==> config.mk <==
export PLATFORM = sky130hd
export DESIGN_NAME = sa_seq_ctrl
export DESIGN_NICKNAME = d
export VERILOG_FILES = /design/src/rtl/sa_pkg.sv /design/src/rtl/sa_skew_line.sv /design/src/rtl/sa_seq_ctrl.sv
export SDC_FILE = /design/constraint.sdc
export NUM_CORES = 1
export LEC_CHECK = 0
export CAP_MARGIN = 20
export CELL_PAD_IN_SITES_DETAIL_PLACEMENT = 0
export CELL_PAD_IN_SITES_GLOBAL_PLACEMENT = 1
export CORE_ASPECT_RATIO = 1.1
export CORE_UTILIZATION = 35
export CTS_BUF_LIST = sky130_fd_sc_hd__clkbuf_8
export CTS_CLUSTER_SIZE = 20
export DETAILED_ROUTE_END_ITERATION = 16
export GPL_TIMING_DRIVEN = 0
export MAX_ROUTING_LAYER = met4
export PLACE_DENSITY = 0.87
export SETUP_SLACK_MARGIN = 0.2
export SLEW_MARGIN = 20
export SYNTH_ARGS = -nofsm -noshare
export SYNTH_HDL_FRONTEND = slang
export SYNTH_SLANG_ARGS = --single-unit
==> constraint.sdc <==
create_clock -name clk -period 8.6 [get_ports clk]
set_clock_uncertainty 0.2 [all_clocks]
set_input_delay 1.72 -clock clk [delete_from_list [all_inputs] [get_ports clk]]
set_output_delay 1.72 -clock clk [all_outputs]
set_load 0.005 [all_outputs]
==> src/rtl/sa_pkg.sv <==
// Shared definitions for the systolic-array sequencer: FSM state encoding and skew depth.
// SKEW_DEPTH is N-1 for the default array size; skew_depth() gives the same value for any N.
package sa_pkg;

    typedef enum logic [2:0] {
        IDLE  = 3'd0,
        CLEAR = 3'd1,
        FEED  = 3'd2,
        DRAIN = 3'd3,
        DONE  = 3'd4
    } sa_state_e;

    localparam int SA_N_DEFAULT = 4;
    localparam int SKEW_DEPTH   = SA_N_DEFAULT - 1;

    function automatic int skew_depth(input int n);
        return n - 1;
    endfunction

endpackage

==> src/rtl/sa_skew_line.sv <==
// Per-lane operand delay line of DEPTH register stages; data is forced to 0 whenever valid is low.
// flush clears every stage synchronously, rst asynchronously.
module sa_skew_line #(
    parameter int DEPTH = 0,
    parameter int DW    = 8
) (
    input  logic          clk,
    input  logic          rst,
    input  logic          flush,
    input  logic          d_vld,
    input  logic [DW-1:0] d_data,
    output logic          q_vld,
    output logic [DW-1:0] q_data
);

    if (DEPTH == 0) begin : g_pass
        logic unused_ok;
        assign unused_ok = &{1'b0, clk, rst, flush};
        assign q_vld     = d_vld;
        assign q_data    = d_vld ? d_data : '0;
    end else begin : g_dly
        logic [DEPTH-1:0]         vld_p;
        logic [DEPTH-1:0][DW-1:0] data_p;

        always_ff @(posedge clk or posedge rst) begin
            if (rst) begin
                vld_p  <= '0;
                data_p <= '0;
            end else if (flush) begin
                vld_p  <= '0;
                data_p <= '0;
            end else begin
                vld_p[0]  <= d_vld;
                data_p[0] <= d_vld ? d_data : '0;
                for (int s = 1; s < DEPTH; s++) begin
                    vld_p[s]  <= vld_p[s-1];
                    data_p[s] <= data_p[s-1];
                end
            end
        end

        assign q_vld  = vld_p[DEPTH-1];
        assign q_data = data_p[DEPTH-1];
    end

endmodule

==> src/rtl/sa_seq_ctrl.sv <==
// Sequencer for an NxN output-stationary systolic array: clear, feed K operands, drain, done.
// Optional SA_SEQ_ABORT_EN adds an abort input that returns to IDLE and flushes the skew lines.
module sa_seq_ctrl
    import sa_pkg::*;
#(
    parameter int N  = 4,
    parameter int DW = 8,
    parameter int KW = 8
) (
    input  logic          clk,
    input  logic          rst,
    input  logic          start,
    input  logic [KW-1:0] k_len,
`ifdef SA_SEQ_ABORT_EN
    input  logic          abort,
`endif
    output logic          busy,
    output logic          done,
    output logic          arr_clr,
    output logic          rd_en,
    output logic [KW-1:0] rd_addr,
    input  logic [N*DW-1:0] a_rdata,
    input  logic [N*DW-1:0] b_rdata,
    output logic [N*DW-1:0] a_data,
    output logic [N-1:0]    a_vld,
    output logic [N*DW-1:0] b_data,
    output logic [N-1:0]    b_vld
);

    // Drain covers west skew + north skew through the array plus the buffer read latency.
    localparam int MAX_SKEW  = skew_depth(N);
    localparam int DRAIN_LEN = 2 * MAX_SKEW + 1;
    localparam int DCW       = (DRAIN_LEN > 1) ? $clog2(DRAIN_LEN) : 1;

    sa_state_e      state, state_nxt;
    logic [KW-1:0]  k_lat;
    logic [KW-1:0]  cnt;
    logic [DCW-1:0] dcnt;
    logic           vld_p0;
    logic           flush;

`ifdef SA_SEQ_ABORT_EN
    assign flush = abort && (state != IDLE);
`else
    assign flush = 1'b0;
`endif

    always_comb begin
        state_nxt = state;
        busy      = (state != IDLE);
        done      = (state == DONE);
        arr_clr   = (state == CLEAR);
        rd_en     = (state == FEED);
        rd_addr   = (state == FEED) ? cnt : '0;
        unique case (state)
            IDLE:    if (start) state_nxt = CLEAR;
            CLEAR:   state_nxt = (k_lat == '0) ? DONE : FEED;
            FEED:    if (cnt == k_lat - KW'(1)) state_nxt = DRAIN;
            DRAIN:   if (dcnt == DCW'(DRAIN_LEN - 1)) state_nxt = DONE;
            DONE:    state_nxt = IDLE;
            default: state_nxt = IDLE;
        endcase
        if (flush) state_nxt = IDLE;
    end

    // cnt tops out at K-1, so K = 2^KW-1 never wraps.
    always_ff @(posedge clk or posedge rst) begin
        if (rst) begin
            state  <= IDLE;
            k_lat  <= '0;
            cnt    <= '0;
            dcnt   <= '0;
            vld_p0 <= 1'b0;
        end else begin
            state  <= state_nxt;
            if (state == IDLE && start) k_lat <= k_len;
            cnt    <= (state == FEED && state_nxt == FEED) ? cnt + KW'(1) : '0;
            dcnt   <= (state == DRAIN && state_nxt == DRAIN) ? dcnt + DCW'(1) : '0;
            vld_p0 <= rd_en && !flush;
        end
    end

    // Lane i carries i extra stages; the deepest lane is MAX_SKEW.
    for (genvar i = 0; i < N; i++) begin : g_lane
        sa_skew_line #(.DEPTH(i), .DW(DW)) u_a_skew (
            .clk    (clk),
            .rst    (rst),
            .flush  (flush),
            .d_vld  (vld_p0),
            .d_data (a_rdata[i*DW +: DW]),
            .q_vld  (a_vld[i]),
            .q_data (a_data[i*DW +: DW])
        );
        sa_skew_line #(.DEPTH(i), .DW(DW)) u_b_skew (
            .clk    (clk),
            .rst    (rst),
            .flush  (flush),
            .d_vld  (vld_p0),
            .d_data (b_rdata[i*DW +: DW]),
            .q_vld  (b_vld[i]),
            .q_data (b_data[i*DW +: DW])
        );
    end

endmodule

==> flow_metrics.tcl, run 1 <==
set metrics [dict create \
    status "complete, no violations" \
    fin_crit_ns 4.77 \
    synthCells 335 \
    cellLeakagePower_uw 0.00307 \
    yosys.area.top_type "dfrtp_1" \
    synth_mux_area_share_pct 1.51 \
    setup_viol 0 \
    cp-start-kind "input pin" \
    synthAdderAreaFrac_pct 1.40 \
    yosysUniqueCellTypes 35 \
    dp_hpwl_mm 6.57 \
    core_um2 12200 \
    crit_path_max_incr_delay_ns 0.56 \
    die_height_um 121 \
    chipWidth_um 110 \
    io_pins 159 \
    cts_root_buffer "clkbuf_8" \
    synth-xor-area-share_pct 3.33 \
    cts_setup_buffers 0 \
    layout.nets 593 \
    rows 42 \
    slew_viol_final 0 \
    cts.path.max_buffers 2 \
    yosys_warnings 0 \
    reg2reg_slack_ns 6.50 \
    tightestPinTransition_ns 0.473 \
    clkLatencyLatePin_ns 0.42 \
    end_kind "primary output" \
    synth-simple-area-share_pct 15.7 \
    max_freq_mhz 210 \
    syn_nets 415 \
    hold_end "g_lane[2].u_a_skew.q_data[4]" \
    clkTransAtPathRegs_ns 0.08 \
    final_layout_size_suffix_gt1_share_pct 16.7 \
    areaGrowthSynthToFinish_pct 49.4 \
    avgViaCountPerCell 4.24 \
    cpMostUsedCell "clkdlybuf4s50_1" \
    numCtsBuffers 17 \
    wl_mm 8.84 \
    dr.pass1.iters 4 \
    post_cts_resized 0 \
    worstPathCellList "clkdlybuf4s50_1, and2_1, clkdlybuf4s50_1" \
    max-cap-violations 0 \
    cts_tree "done" \
    grt_start_max_net_pins 76 \
    drt_iter0_markers 63 \
    worstPathArrival_ns 2.85 \
    rsz0062_at_grt "no" \
    wl_per_cell_um 13.0 \
    hold_viol 0 \
    finalCritPeriodShare_pct 55.4 \
    h-tree-depth 4 \
    detail-route-antenna-nets 0 \
    ys_top_cells_by_area "dfrtp_1 (68%), and2_1 (9.9%), buf_4 (6.7%)" \
    synth_compound_area_share_pct 1.62 \
    grt_pass1_wl_mm 14.2 \
    avgSynthCellArea_um2 13.4 \
    antenna_cells 0 \
    synth_top_area_share_pct 68.2 \
    die_area_um2 13200 \
    path_buf_inv 2 \
    async_reset_ff_share_pct 100 \
    hold_buffers 0 \
    synth_edf_count 0 \
    required_ns 6.68 \
    synth_top_family_by_area "simple AND/OR/NAND/NOR gates" \
    pre_cts_ws_ns 3.82 \
    min_from "g_lane[2].u_a_skew.g_dly.data_p[4]" \
    slowest_stage "clkdlybuf4s50_1" \
    cts_sinks 122 \
    maxSlewHeadroom_pct 68.5 \
    r2r-end "cnt[5]" \
    syn-cell-area_um2 4470 \
    criticalPathCategory "input pin to primary output" \
    min_path_cells 0 \
    ys_seq_elements 122 \
    path_delay_family "buffers and inverters" \
    hold_path_class "flip-flop to flip-flop" \
    synthFlopType "dfrtp_1" \
    initial_core_util_pct 36.5 \
    worst_r2r_path_depth 7 \
    yosysSeqAreaShare_pct 68.2 \
    worst_slack_ns 3.83 \
    io_buffers 158 \
    vias 2883 \
    peakVddDrop_uv 123 \
    fin_tns_setup_ns 0 \
    antenna_found_initial 0 \
    grt_usage_pct 15.1 \
    cp_max_fo 1 \
    drc 0 \
    r2r-start "k_lat[0]" \
    first_global_vias 2974 \
    gp_congestion 0.785 \
    power_density_nw_per_um2 289 \
    gr-total-overflow 0 \
]
[routing by layer]
layer / vias up / share of wire [%] / global-route usage [%]
li1: 1377 / - / -
met1: 1379 / 40 / 17.2
met2: 117 / 53 / 24.4
met3: 10 / 5.6 / 4.42
met4: 0 / 1.7 / 6.92
met5: - / 0 / -
[state kept, by name, summed over array words and instances, names as in the netlist]
register,cells
k_lat,8
g_lane.u_a_skew.g_dly.data_p,24
vld_p0,1
dcnt,3
g_lane.u_b_skew.g_dly.data_p,24
g_lane.u_a_skew.g_dly.vld_p,1
g_lane.u_b_skew.q_data,24
g_lane.u_b_skew.g_dly.vld_p,2
g_lane.u_a_skew.q_data,24
cnt,8
state,3
[cells by family (layout without fill, tap and decap cells)]
logic type | after synthesis | in the layout
multiplexers | 6 | 6
AND/OR/NAND/NOR | 118 | 118
XOR/XNOR | 17 | 17
flip-flops | 122 | 122
adder cells (fa/ha/maj) | 5 | 5
buffers and inverters | 56 | 247
AO/OA/AOI/OAI | 11 | 11
[stage by stage]
stage / instance area (um2) / instances / hold slack [ns] / util, % / power [uW]
after floorplan: 4470 / 335 / 0.131 / - / 1110
final: 6690 / 680 / 0.132 / 54.6 / 1930
after global placement: 6250 / 647 / 0.131 / 51.0 / 1430
after global routing: 6690 / 680 / 0.129 / 54.6 / 2050
after CTS: 6690 / 680 / 0.136 / 54.6 / 1960
after detailed placement: 6280 / 648 / 0.135 / 51.3 / 1450
[cell type report]
type	instances	area (um2)
tap	154	193
inverter	6	27.5
multi-input combinational	157	1050
fill	1032	5560
buffer	50	347
timing repair buffer	159	1610
sequential	122	3050
clock inverter	13	143
clock buffer	19	262
[how the worst max path moves through the flow]
stage | from | to | slack, ns | cells past startpoint
2_1_floorplan | rst | cnt[0] | 3.44 | 1
3_3_place_gp | rst | g_lane[2].u_b_skew.q_data[6] | 1.97 | 2
3_5_place_dp | a_rdata[4] | a_data[4] | 3.82 | 3
4_1_cts | a_rdata[4] | a_data[4] | 3.82 | 3
5_1_grt | b_rdata[2] | b_data[2] | 3.79 | 3
6_report | b_rdata[5] | b_data[5] | 3.83 | 3
[cells in the mapped netlist (5+ instances only)]
cell type / number
and2_1: 71
buf_4: 40
clkbuf_1: 8
dfrtp_1: 122
ha_1: 5
inv_1: 6
mux2_2: 6
nand2_1: 5
nand3_1: 6
nor2_1: 15
xnor2_1: 10
xor2_1: 7
[cell usage in the layout (no fill, tap or decap), types with 3 or more instances in the layout]
master and instances:
mux2_2 6, xnor2_1 10, nand3_1 6, and3_1 3
clkbuf_8 19, clkdlybuf4s50_1 158, buf_4 40, nand2_1 5
clkinvlp_4 4, xor2_1 7, inv_6 4, ha_1 5
dfrtp_1 122, clkbuf_1 8, nor2_1 15, o21ai_0 3
inv_1 6, and2_1 71
[where the power goes]
| part | internal [uW] | switching (uW) |
|---|---|---|
| combinational | 392 | 225 |
| sequential | 731 | 78.3 |
| clock | 275 | 228 |
Note: power is estimated with default switching activity, not from simulation.
==> inputs of run 2 (changes only) <==
--- a/config.mk
+++ b/config.mk
@@ -9,13 +9,13 @@
 export CELL_PAD_IN_SITES_DETAIL_PLACEMENT = 0
 export CELL_PAD_IN_SITES_GLOBAL_PLACEMENT = 1
 export CORE_ASPECT_RATIO = 1.1
-export CORE_UTILIZATION = 35
+export CORE_UTILIZATION = 33
 export CTS_BUF_LIST = sky130_fd_sc_hd__clkbuf_8
 export CTS_CLUSTER_SIZE = 20
 export DETAILED_ROUTE_END_ITERATION = 16
 export GPL_TIMING_DRIVEN = 0
 export MAX_ROUTING_LAYER = met4
-export PLACE_DENSITY = 0.87
+export PLACE_DENSITY = 0.86
 export SETUP_SLACK_MARGIN = 0.2
 export SLEW_MARGIN = 20
 export SYNTH_ARGS = -nofsm -noshare
==> constraint.sdc (replaced) <==
create_clock -name clk -period 3.87 [get_ports clk]
set_clock_uncertainty 0.2 [all_clocks]
set_input_delay 0.774 -clock clk [delete_from_list [all_inputs] [get_ports clk]]
set_output_delay 0.774 -clock clk [all_outputs]
set_load 0.005 [all_outputs]
==> flow_metrics.tcl, run 2 (synthesis results as in run 1) <==
set metrics [dict create \
    cp-start-kind "flip-flop" \
    stdcell_count 689 \
    rows 44 \
    r2r-end "cnt[1]" \
    wl_per_cell_um 13.1 \
    rsz0062_at_grt "no" \
    slew_viol_final 0 \
    vias 2894 \
    maxSlewHeadroom_pct 59.0 \
    antenna_cells 0 \
    initial_core_util_pct 33.9 \
    p_seq_share_pct 40.5 \
    max-cap-violations 0 \
    post_cts_resized 0 \
    areaGrowthSynthToFinish_pct 51.5 \
    drc 0 \
    criticalPathCategory "flip-flop to primary output" \
    clkLatencyLatePin_ns 0.43 \
    chipWidth_um 113 \
    clkTransAtPathRegs_ns 0.07 \
    hold_path_class "flip-flop to flip-flop" \
    gp_congestion 0.787 \
    dp_hpwl_mm 6.62 \
    worstPathArrival_ns 2.33 \
    use_met2_pct 24.1 \
    tightestPinTransition_ns 0.613 \
    required_ns 2.90 \
    layout_common_cells "clkdlybuf4s50_1 (158), dfrtp_1 (122), and2_1 (71)" \
    detail-route-antenna-nets 0 \
    dr.pass1.iters 4 \
    die_height_um 124 \
    grtUsageMet1_pct 14.3 \
    gr-total-overflow 0 \
    power_density_nw_per_um2 657 \
    min_from "g_lane[2].u_b_skew.g_dly.data_p[0]" \
    wl_mm 9.00 \
    cp_max_fo 10 \
    nFillCells 1157 \
    max_freq_mhz 303 \
    drt_iter0_markers 100 \
    core_um2 13200 \
    grt.met3_usage_pct 7.06 \
    cellLeakagePower_uw 0.00312 \
    status "complete, no violations" \
    comb_power_share_pct 30.7 \
    post_dp_cell_area_um2 6320 \
    grt_pass1_wl_mm 14.2 \
    h-tree-depth 4 \
    cts_tree "done" \
    p_switching_uw 1160 \
    cts_setup_buffers 0 \
    layout_commonest_cell "clkdlybuf4s50_1" \
    hold_viol 0 \
    avgViaCountPerCell 4.20 \
    finalCritPeriodShare_pct 85.2 \
    cts_root_buffer "clkbuf_8" \
    worst_r2r_path_depth 7 \
    hold_buffers 0 \
    hold_end "g_lane[2].u_b_skew.q_data[0]" \
    numCtsBuffers 17 \
    fin_tns_setup_ns 0 \
    io_pins 159 \
    grt_start_max_net_pins 37 \
    cts.path.max_buffers 2 \
    final_layout_size_suffix_gt1_share_pct 17.0 \
    first_global_vias 3011 \
    setup_viol 0 \
    post-place-cells 657 \
    min_path_cells 0 \
    fin_area_um2 6780 \
    reg2reg_slack_ns 1.74 \
    io_buffers 158 \
    p_clk_share_pct 28.8 \
    p_int_uw 3300 \
    antenna_found_initial 0 \
    fin_crit_ns 3.30 \
    end_kind "primary output" \
    grt_usage_pct 14.4 \
    die_area_um2 14000 \
    swShare_pct 26.0 \
    layout.nets 595 \
    r2r-start "k_lat[0]" \
    top_usage_layer "met2" \
    cts_sinks 122 \
    peakVddDrop_uv 268 \
    whs_ns 0.135 \
]
[run 2: cell types whose count changed in the layout (fill, tap and decap cells not counted), sizes merged]
cell and change:
inv -3, bufinv +3, clkinv +1, buf +2
clkinvlp -1
[run 2: area by class of cell]
| class | instances | area (um2) | share of cell area (%) |
|---|---|---|---|
| multi-input cells | 157 | 1050 | 15.5 |
| clock inverters | 13 | 198 | 2.92 |
| repair buffers | 161 | 1640 | 24.2 |
| inverters | 6 | 26.3 | 0.388 |
| clock buffers | 19 | 262 | 3.86 |
| well taps | 161 | 201 | 2.97 |
| flip-flops and latches | 122 | 3050 | 45.0 |
| plain buffers | 50 | 347 | 5.11 |
[run 2: worst max-delay path: stages, from the launching register on]
cell and delay, ns:
dfrtp_1 0.43, clkbuf_1 0.40, clkbuf_1 0.32, and2_1 0.23, clkdlybuf4s50_1 0.53
[run 2: layer usage]
metal / vias to the layer above / share of wire, %
li1: 1376 / -
met1: 1378 / 38
met2: 126 / 51
met3: 14 / 9.2
met4: 0 / 1.5
met5: - / 0
[run 2: power groups by stage]
stage,clock network (uW),logic (uW),registers (uW)
2_1_floorplan,0,689,1780
3_3_place_gp,0,1350,1820
3_5_place_dp,0,1390,1830
4_1_cts,1330,1400,1810
5_1_grt,1390,1510,1850
6_report,1280,1370,1800
[run 2: worst max path at each step]
stage                start                           end  slack [ns]  cells after the start
global placement       rst  g_lane[3].u_a_skew.q_data[0]        0.41                      2
floorplan              rst                        cnt[0]        1.40                      1
CTS                 vld_p0                     a_data[5]        0.39                      4
global route        vld_p0                     a_data[5]        0.29                      4
finish              vld_p0                     a_data[5]        0.57                      4
detailed placement  vld_p0                     a_data[5]        0.90                      4
[run 2: stage by stage]
step	util, %	total power (uW)	setup slack (ns)
floorplan	-	2470	1.40
global placement	47.4	3170	0.406
global route	51.3	4740	0.292
finish	51.3	4450	0.571
detailed placement	47.8	3220	0.897
CTS	51.3	4540	0.390
==> inputs of run 3 (changes only) <==
--- a/config.mk
+++ b/config.mk
@@ -17,6 +17,7 @@
 export MAX_ROUTING_LAYER = met4
 export PLACE_DENSITY = 0.86
 export SETUP_SLACK_MARGIN = 0.2
+export SKIP_LAST_GASP = 1
 export SLEW_MARGIN = 20
 export SYNTH_ARGS = -nofsm -noshare
 export SYNTH_HDL_FRONTEND = slang
==> results of run 3 <==
Final layout, timing and power as in run 2 (identical DEF).
